`src/rtl/usb_xfer_ctrl.sv`:
```
// usb_xfer_ctrl: sequences USB RX/TX transactions and arbitrates the shared data buffer
module usb_xfer_ctrl #(
  parameter int BUF_DEPTH = 64,
  parameter int TIMEOUT   = 1000
) (
  input  logic                           clk,
  input  logic                           rst,
  input  logic                           rx_packet_valid,
  input  logic [2:0]                     rx_packet,
  input  logic                           rx_transfer_active,
  input  logic                           rx_error,
  input  logic                           tx_transfer_active,
  input  logic                           tx_error,
  input  logic [$clog2(BUF_DEPTH+1)-1:0] buffer_occupancy,
  input  logic                           ahb_tx_req,
  input  logic [1:0]                     ahb_tx_type,
  input  logic                           ahb_clear_req,
  output logic                           tx_start,
  output logic [1:0]                     tx_packet,
  output logic                           d_mode,
  output logic [1:0]                     buffer_owner,
  output logic                           clear,
  output logic [4:0]                     status,
  output logic                           irq
);
  localparam int CW = $clog2(TIMEOUT);
  typedef enum logic [2:0] {IDLE, RX_WAIT, RX_ACTIVE, RX_DONE, TX_LAUNCH, TX_WAIT, TX_ACTIVE} state_t;
  state_t        r_state, w_state;
  logic [CW-1:0] r_cnt, w_cnt;
  logic          r_pend, w_pend;
  logic [1:0]    r_pend_type, w_pend_type, w_tx_packet, w_owner;
  logic          w_fail, w_irq, w_clear, w_in_set, w_tx_done;
  logic          w_out, w_in_tok, w_tmo, w_wait, w_flag_clr;
  assign w_out      = rx_packet_valid && rx_packet == 3'd1;
  assign w_in_tok   = rx_packet_valid && rx_packet == 3'd2;
  assign w_tmo      = r_cnt == CW'(TIMEOUT - 1);
  assign w_wait     = r_state == RX_WAIT || r_state == TX_WAIT;
  assign w_flag_clr = ahb_clear_req && r_state != RX_DONE;
  // the counter only runs while parked in a wait state; any transition restarts it
  assign w_cnt = (w_wait && w_state == r_state) ? (w_tmo ? r_cnt : r_cnt + 1'b1) : '0;
  always_comb begin
    w_state     = r_state;
    w_pend      = r_pend | ahb_tx_req;
    w_pend_type = ahb_tx_req ? ahb_tx_type : r_pend_type;
    w_tx_packet = '0;
    w_owner     = buffer_owner;
    w_fail      = 1'b0;
    w_irq       = 1'b0;
    w_clear     = ahb_clear_req;
    w_in_set    = 1'b0;
    w_tx_done   = 1'b0;
    case (r_state)
      IDLE:
        if (w_out) begin
          w_state = RX_WAIT;
          w_owner = 2'd1;
        end else if (w_in_tok) w_in_set = 1'b1;
        else if (ahb_tx_req || r_pend) begin
          w_state     = TX_LAUNCH;
          w_pend      = 1'b0;
          w_tx_packet = ahb_tx_req ? ahb_tx_type : r_pend_type;
          w_owner     = w_tx_packet == 2'd0 ? 2'd2 : buffer_owner;
        end
      RX_WAIT, RX_ACTIVE:
        if (rx_error) begin
          w_state = IDLE;
          w_clear = 1'b1;
          w_fail  = 1'b1;
          w_owner = 2'd0;
        end else if (r_state == RX_WAIT) begin
          if (rx_transfer_active) w_state = RX_ACTIVE;
          else if (w_tmo) begin
            w_state = IDLE;
            w_fail  = 1'b1;
            w_owner = 2'd0;
          end
        end else if (!rx_transfer_active) begin
          w_state = RX_DONE;
          w_owner = 2'd0;
          w_irq   = 1'b1;
        end
      RX_DONE:   if (buffer_occupancy == '0 || ahb_clear_req) w_state = IDLE;
      TX_LAUNCH: w_state = TX_WAIT;
      TX_WAIT, TX_ACTIVE:
        if (tx_error || (r_state == TX_WAIT && !tx_transfer_active && w_tmo)) begin
          w_state = IDLE;
          w_fail  = 1'b1;
          w_owner = 2'd0;
        end else if (r_state == TX_WAIT) begin
          if (tx_transfer_active) w_state = TX_ACTIVE;
        end else if (!tx_transfer_active) begin
          w_state   = IDLE;
          w_irq     = 1'b1;
          w_tx_done = 1'b1;
          w_owner   = 2'd0;
        end
      default: w_state = IDLE;
    endcase
  end
  always_ff @(posedge clk) begin
    if (rst) begin
      r_state      <= IDLE;
      r_cnt        <= '0;
      r_pend       <= 1'b0;
      r_pend_type  <= '0;
      tx_start     <= 1'b0;
      tx_packet    <= '0;
      d_mode       <= 1'b0;
      buffer_owner <= '0;
      clear        <= 1'b0;
      status       <= '0;
      irq          <= 1'b0;
    end else begin
      r_state      <= w_state;
      r_cnt        <= w_cnt;
      r_pend       <= w_pend;
      r_pend_type  <= w_pend_type;
      tx_start     <= w_state == TX_LAUNCH;
      tx_packet    <= w_tx_packet;
      d_mode       <= w_state inside {TX_LAUNCH, TX_WAIT, TX_ACTIVE};
      buffer_owner <= w_owner;
      clear        <= w_clear;
      // sticky error: a new error beats a simultaneous clear request
      status       <= {w_in_set | (status[4] & ~w_flag_clr & ~w_tx_done),
                       w_fail | (status[3] & ~w_flag_clr),
                       (w_state inside {TX_LAUNCH, TX_WAIT, TX_ACTIVE}) | w_pend,
                       w_state inside {RX_WAIT, RX_ACTIVE},
                       w_state == RX_DONE};
      irq          <= w_irq | w_fail;
    end
  end
endmodule
```
`config.mk`:
```
export PLATFORM = sky130hd
export DESIGN_NAME = usb_xfer_ctrl
export DESIGN_NICKNAME = d
export VERILOG_FILES = /design/src/rtl/usb_xfer_ctrl.sv
export SDC_FILE = /design/constraint.sdc
export NUM_CORES = 1
export LEC_CHECK = 0
export ABC_AREA = 1
export ABC_CLOCK_PERIOD_IN_PS = 1750
export BUFFER_PORTS_ARGS = -buffer_cell sky130_fd_sc_hd__buf_2
export CAP_MARGIN = 40
export CORE_ASPECT_RATIO = 1.75
export CORE_MARGIN = 5
export CORE_UTILIZATION = 43
export CTS_BUF_LIST = sky130_fd_sc_hd__clkbuf_8
export DETAILED_ROUTE_END_ITERATION = 8
export PLACE_DENSITY = 0.7
export SYNTH_ARGS = -nofsm -noshare
export SYNTH_HDL_FRONTEND = slang
export SYNTH_SLANG_ARGS = --single-unit
export TNS_END_PERCENT = 30
```
`constraint.sdc`:
```
create_clock -name clk -period 1.75 [get_ports clk]
set_clock_uncertainty 0.05 [all_clocks]
set_input_delay 0.2625 -clock clk [delete_from_list [all_inputs] [get_ports clk]]
set_output_delay 0.2625 -clock clk [all_outputs]
set_load 0.02 [all_outputs]
```
==> results.toml, run 1 <==
[clock_tree]
numClockSinks = 29
cts.reportedPaths.clkPinSlew_ns = 0.06
cts_max_path_buffers = 2
cts.htree.levels = 2
cts-root-buf = "clkbuf_8"
clk_latency_ns = 0.28
cts_tree = "done"
cts_buffers = 5
cts_hold_buffers = 0

[route]
final_antenna_net_count = 0
avgRoutedWirePerCell_um = 15.0
drc_errors = 0
num_vias = 1963
drt_iter0_markers = 75
vias_per_cell = 5.17
wirelength_mm = 5.71
drt_first_pass_iters = 4

[global_routing]
grt-ovfl-total = 0
grt_max_degree = 10
grt_pass1_wl_mm = 8.48
grt_pass1_vias = 1950
antenna_found_initial = 0
grt_usage_pct = 20.6

[placed_design]
dp.final_hpwl_mm = 3.38
port_buffers = 33
gp_congestion = 0.893
dp_slack_ns = -0.221

[finish]
multi_input_area_um2 = 1190
n_antenna_cell = 0
areaGrowthSynthToFinish_pct = 56.0
ff_latch_area_um2 = 592
final_cell_mix = "44 x nand2_1, 43 x inv_1, 39 x buf_4"
nNetsFinal = 357
drive_gt1_share_pct = 45.5
fillerInstances = 295
final_common_cell = "nand2_1"

[floorplanning]
row_count = 30
initial_core_util_pct = 44.1
num_io_pins = 34
die_area_um2 = 5330
die_w_um = 57.4
die_h_um = 92.9
core_region_area_um2 = 3830

[yosys]
synthCells = 249
syn_nets = 275
ys.flop_type = "dfxtp_1"
ys_seq_area_share_pct = 34.4
ys_warn_count = 0
synth-edff-count = 0
synth_top_area_share_pct = 34.4
ys_seq_elements = 29
yosysTopAreaCell = "dfxtp_1"
synth.area.top_cells = "dfxtp_1 34%, nand2_1 12%, inv_1 11%, nor2_1 7.3%, nand3_1 5.9%"
yosysUniqueCellTypes = 27
avgSynthCellArea_um2 = 6.78
syn_area_um2 = 1690
ys_async_sr_fraction_pct = 0

[critical_path]
slowest_stage = "dfxtp_4"
worst-path-max-fanout = 5
worstPathCellList = "buf_4 > ha_1 > nand2_1 > inv_2 > nand4_1 > nand2_2 > nor2_4 > nand2_2 > nand2_4 > nand2_8 > nor3_2"
crit_type = "flop to flop"
worstPathArrival_ns = 2.04
startpoint_type = "flop"
path_buf_inv = 2
slowest_delay_ns = 0.36
end_kind = "flop"
required_ns = 1.91
cpMostUsedCell = "nand2_2"
crit_family = "simple AND/OR/NAND/NOR gates"

[timing]
hold_slack_ns = 0.163
hold_viol = 0
tightest_slew_ns = 0.416
slew_headroom_pct = 72.0
fmax_mhz = 532
setup_violations = 18
rsz0062_at_grt = "true"
fin_crit_ns = 1.88
slew_viol_final = 0
fin_ws_ns = -0.131
setup_tns_ns = -1.28
fin_crit_sh_pct = 107

[pwr]
peakVddDrop_uv = 786
leakagePower_nw = 1.31
p_total_mw = 2.38
power_per_cell_area_nw_per_um2 = 903

[status]
violations = "setup timing"
outcome = "finished with violations"

[hold_path]
hold_class = "input pin to flop"

[run]
drv_cap = 0
## power breakdown
group	internal, mW	switching [mW]
registers	0.732	0.0462
logic	0.353	0.535
clock network	0.458	0.256
total	1.54	0.837
## registers in the layout, indices dropped and copies added, names as in the netlist, 2 cells and up
name	count
status	5
r_state	3
r_pend_type	2
r_cnt	10
tx_packet	2
buffer_owner	2
## Yosys cell counts, types with 2 or more instances
library cell  number
xnor2_1            2
nor3_1             6
a31oi_1            2
xor2_1             7
inv_1             49
nand2_1           55
nand2_2            3
o21a_1             2
nand4_1            6
o21ai_0            6
dfxtp_1           29
nor2_1            33
a21oi_1            3
nand3_1           20
nor3_2            10
ha_1               5
## worst paths after layout
| path | end | depth (start not counted) | slack, ns | from |
|---|---|---|---|---|
| worst max register to register | r_cnt[6] | 11 | -0.13 | r_state[1] |
| worst min register to register | buffer_owner[0] | 2 | 0.44 | buffer_owner[0] |
| worst min-delay path | clear | 2 | 0.16 | ahb_clear_req |
| worst max-delay path | r_cnt[6] | 11 | -0.13 | r_state[1] |
## kinds of logic after synthesis
group / synth area share (%)
fa+ha+maj: 3.70
xor+xnor: 4.67
compound gates: 5.70
buf+inv: 11.3
simple gates: 39.6
flops: 34.4
mux: 0.593
## per-layer routing
metal  routed length [um]  global-route usage (%)
met3                  202                    4.04
met2                 3320                    41.0
met4                  257                    12.6
met5                    0                       0
met1                 1930                    17.4
## final cells by class
| class | count | area share [%] |
|---|---|---|
| tap | 48 | 2.28 |
| multi-input combinational | 171 | 45.1 |
| timing repair buffer | 74 | 18.2 |
| inverter | 50 | 7.50 |
| clock buffer | 6 | 3.13 |
| clock inverter | 2 | 1.28 |
| sequential | 29 | 22.5 |
## per-stage QoR
stage	util (%)	std cells	instance area, um^2
6_report	68.8	380	2640
5_1_grt	68.8	380	2640
4_1_cts	65.8	377	2520
3_5_place_dp	55.5	357	2120
3_3_place_gp	55.5	357	2120
2_1_floorplan	-	249	1690
## what timing repair did
| action | CTS | global route |
|---|---|---|
| cloned | 2 | 0 |
| setup buffers | 10 | 3 |
| gates resized for setup | 49 | 27 |
| pin swaps | 20 | 20 |
| endpoints found under the setup margin | 23 | 24 |
No activity file was read; power rests on OpenSTA's default activity.
==> run 2: changes to the inputs <==
--- a/config.mk
+++ b/config.mk
@@ -8,7 +8,7 @@
 export ABC_AREA = 1
 export ABC_CLOCK_PERIOD_IN_PS = 1750
 export BUFFER_PORTS_ARGS = -buffer_cell sky130_fd_sc_hd__buf_2
-export CAP_MARGIN = 40
+export CAP_MARGIN = 30
 export CORE_ASPECT_RATIO = 1.75
 export CORE_MARGIN = 5
 export CORE_UTILIZATION = 43
==> constraint.sdc (replaced) <==
create_clock -name clk -period 1.75 [get_ports clk]
set_clock_uncertainty 0.05 [all_clocks]
set_input_delay 0.0875 -clock clk [delete_from_list [all_inputs] [get_ports clk]]
set_output_delay 0.0875 -clock clk [all_outputs]
set_load 0.02 [all_outputs]
==> run 2 against run 1 <==
Compared with the run above: the run still ends with setup timing left; combinational power down 9.7%; sequential share of layout area up 1.2 points; critical path type unchanged; maximum frequency about the same; sequential power about the same; die area unchanged; via count down 5.3%; count of clock-buffer cells in the layout down 1; wire length down 15%; flip-flop and latch count unchanged; total power down 12%; largest cell class unchanged; design area down 5.3%; clock power down 26%.
==> results.toml, run 2 (synthesis results as in run 1) <==
[status]
outcome = "finished with violations"
violations = "setup timing"

[global_routing]
grt_use_met3_pct = 3.07
grt_usage_pct = 17.3
grt_pass1_wl_mm = 7.27
top_usage_layer = "met2"
grt_util_met1_pct = 15.9
grt_pass1_vias = 1785
grt_max_degree = 11
use_met2_pct = 34.2
grt-ovfl-total = 0
antenna_found_initial = 0

[critical_path]
worstPathArrival_ns = 2.04
worstReg2RegEnd = "r_cnt[7]"
reg2reg_depth = 12
ff2ff_setup_slack_ns = -0.13
startpoint = "r_state[1]"
crit_cells = 12
worst-path-max-fanout = 5
crit_type = "flop to flop"
startpoint_type = "flop"
cpMostUsedCell = "nand2_4"
required_ns = 1.91
crit_family = "simple AND/OR/NAND/NOR gates"
slowest_delay_ns = 0.37
path_buf_inv = 1
endpoint = "r_cnt[7]"
slowest_stage = "dfxtp_4"
end_kind = "flop"
r2r-start = "r_state[1]"
worstPathCellList = "inv_4 > ha_4 > nand2_4 > nor2_4 > nand4_1 > nand2_2 > nor2_2 > nor2_4 > nand2_2 > nand2_4 > nand2_4 > nor3_2"

[pwr]
power_per_cell_area_nw_per_um2 = 843
leakagePower_nw = 1.26
peakVddDrop_uv = 639

[placed_design]
port_buffers = 33
placed_cells = 357
gp_congestion = 0.895
dp.final_hpwl_mm = 3.42

[floorplanning]
die_h_um = 92.9
initial_core_util_pct = 44.1
core_region_area_um2 = 3830
die_area_um2 = 5330
row_count = 30
die_w_um = 57.4
num_io_pins = 34

[route]
vias_per_cell = 4.93
drt_iter0_markers = 69
final_antenna_net_count = 0
drt_first_pass_iters = 5
wirelength_mm = 4.84
num_vias = 1858
drc_errors = 0
avgRoutedWirePerCell_um = 12.8

[finish]
n_antenna_cell = 0
areaGrowthSynthToFinish_pct = 47.8
post-route-util_pct = 65.2
drive_gt1_share_pct = 42.6
nNetsFinal = 354
final_common_cell = "nand2_1"
final_cell_mix = "46 x nand2_1, 43 x inv_1, 37 x buf_4"
largest_reg_flops = 10
reg.largest.list = "r_cnt (10), status (5), r_state (3)"
instances_no_fill = 377
largest-register = "r_cnt"

[hold_path]
hold_class = "input pin to flop"

[timing]
hold_viol = 0
hold_slack_ns = 0.0570
slew_headroom_pct = 75.1
fin_crit_sh_pct = 107
tightest_slew_ns = 0.370
setup_violations = 16
rsz0062_at_grt = "true"
fmax_mhz = 532
fin_ws_ns = -0.131
fin_crit_ns = 1.88
slew_viol_final = 0
setup_tns_ns = -1.22

[clock_tree]
cts_tree = "done"
cts.reportedPaths.clkPinSlew_ns = 0.06
numClockSinks = 29
cts_max_path_buffers = 2
cts-root-buf = "clkbuf_8"
cts.htree.levels = 2
cts_buffers = 5
clk_latency_ns = 0.28

[run]
drv_cap = 0
==> run 2: cell types whose count changed in the layout (fill, tap and decap cells not counted), moves of 2 or more <==
cell and change:
nand2_1 +2, nand3_4 -3, nor2_4 +2, buf_4 -2, nand3_1 +3, buf_6 -2, clkinv_2 +2, nor2_2 -2
==> run 2: repair_timing <==
| action | in CTS | in global routing |
|---|---|---|
| pin swaps | 5 | 17 |
| gates resized for setup | 30 | 29 |
| endpoints found under the hold margin | 1 | 0 |
| hold buffers | 1 | 0 |
| endpoints found under the setup margin | 24 | 24 |
| gates cloned | 1 | 1 |
| buffers inserted | 3 | 6 |
==> run 2: power breakdown <==
part | internal [mW] | switching, mW | total, mW
clock | 0.269 | 0.256 | 0.525
combinational | 0.326 | 0.477 | 0.803
sequential | 0.732 | 0.0434 | 0.775
total | 1.33 | 0.776 | 2.10
==> run 2: worst min-delay path by stage <==
stage / from / endpoint / slack (ns) / cells after the start
finish: rst / status[4] / 0.06 / 2
CTS: rst / status[4] / 0.06 / 2
floorplan: ahb_clear_req / clear / 0.16 / 1
detailed placement: ahb_clear_req / clear / 0.27 / 2
global route: rst / r_state[1] / 0.07 / 2
global placement: ahb_clear_req / clear / 0.28 / 2
==> run 2: stage by stage <==
stage	setup slack, ns	total power, mW	cell area [um^2]
after floorplan	0.00601	1.16	1690
after global placement	-0.224	1.40	2120
after detailed placement	-0.232	1.42	2120
after CTS	-0.0319	2.02	2340
after global routing	-0.206	2.22	2500
final	-0.131	2.10	2500
==> run 2: metal layers <==
layer	wire length, um	vias up
met4	187	0
met1	1680	851
li1	-	942
met5	0	-
met2	2820	41
met3	156	24
==> run 2: cell type report <==
class                      count  area, um^2
clock buffer                   5        68.8
tap                           48        60.1
multi-input combinational    171        1120
clock inverter                 3        13.8
sequential                    29         592
fill                         331        1330
timing repair buffer          71         453
inverter                      50         193
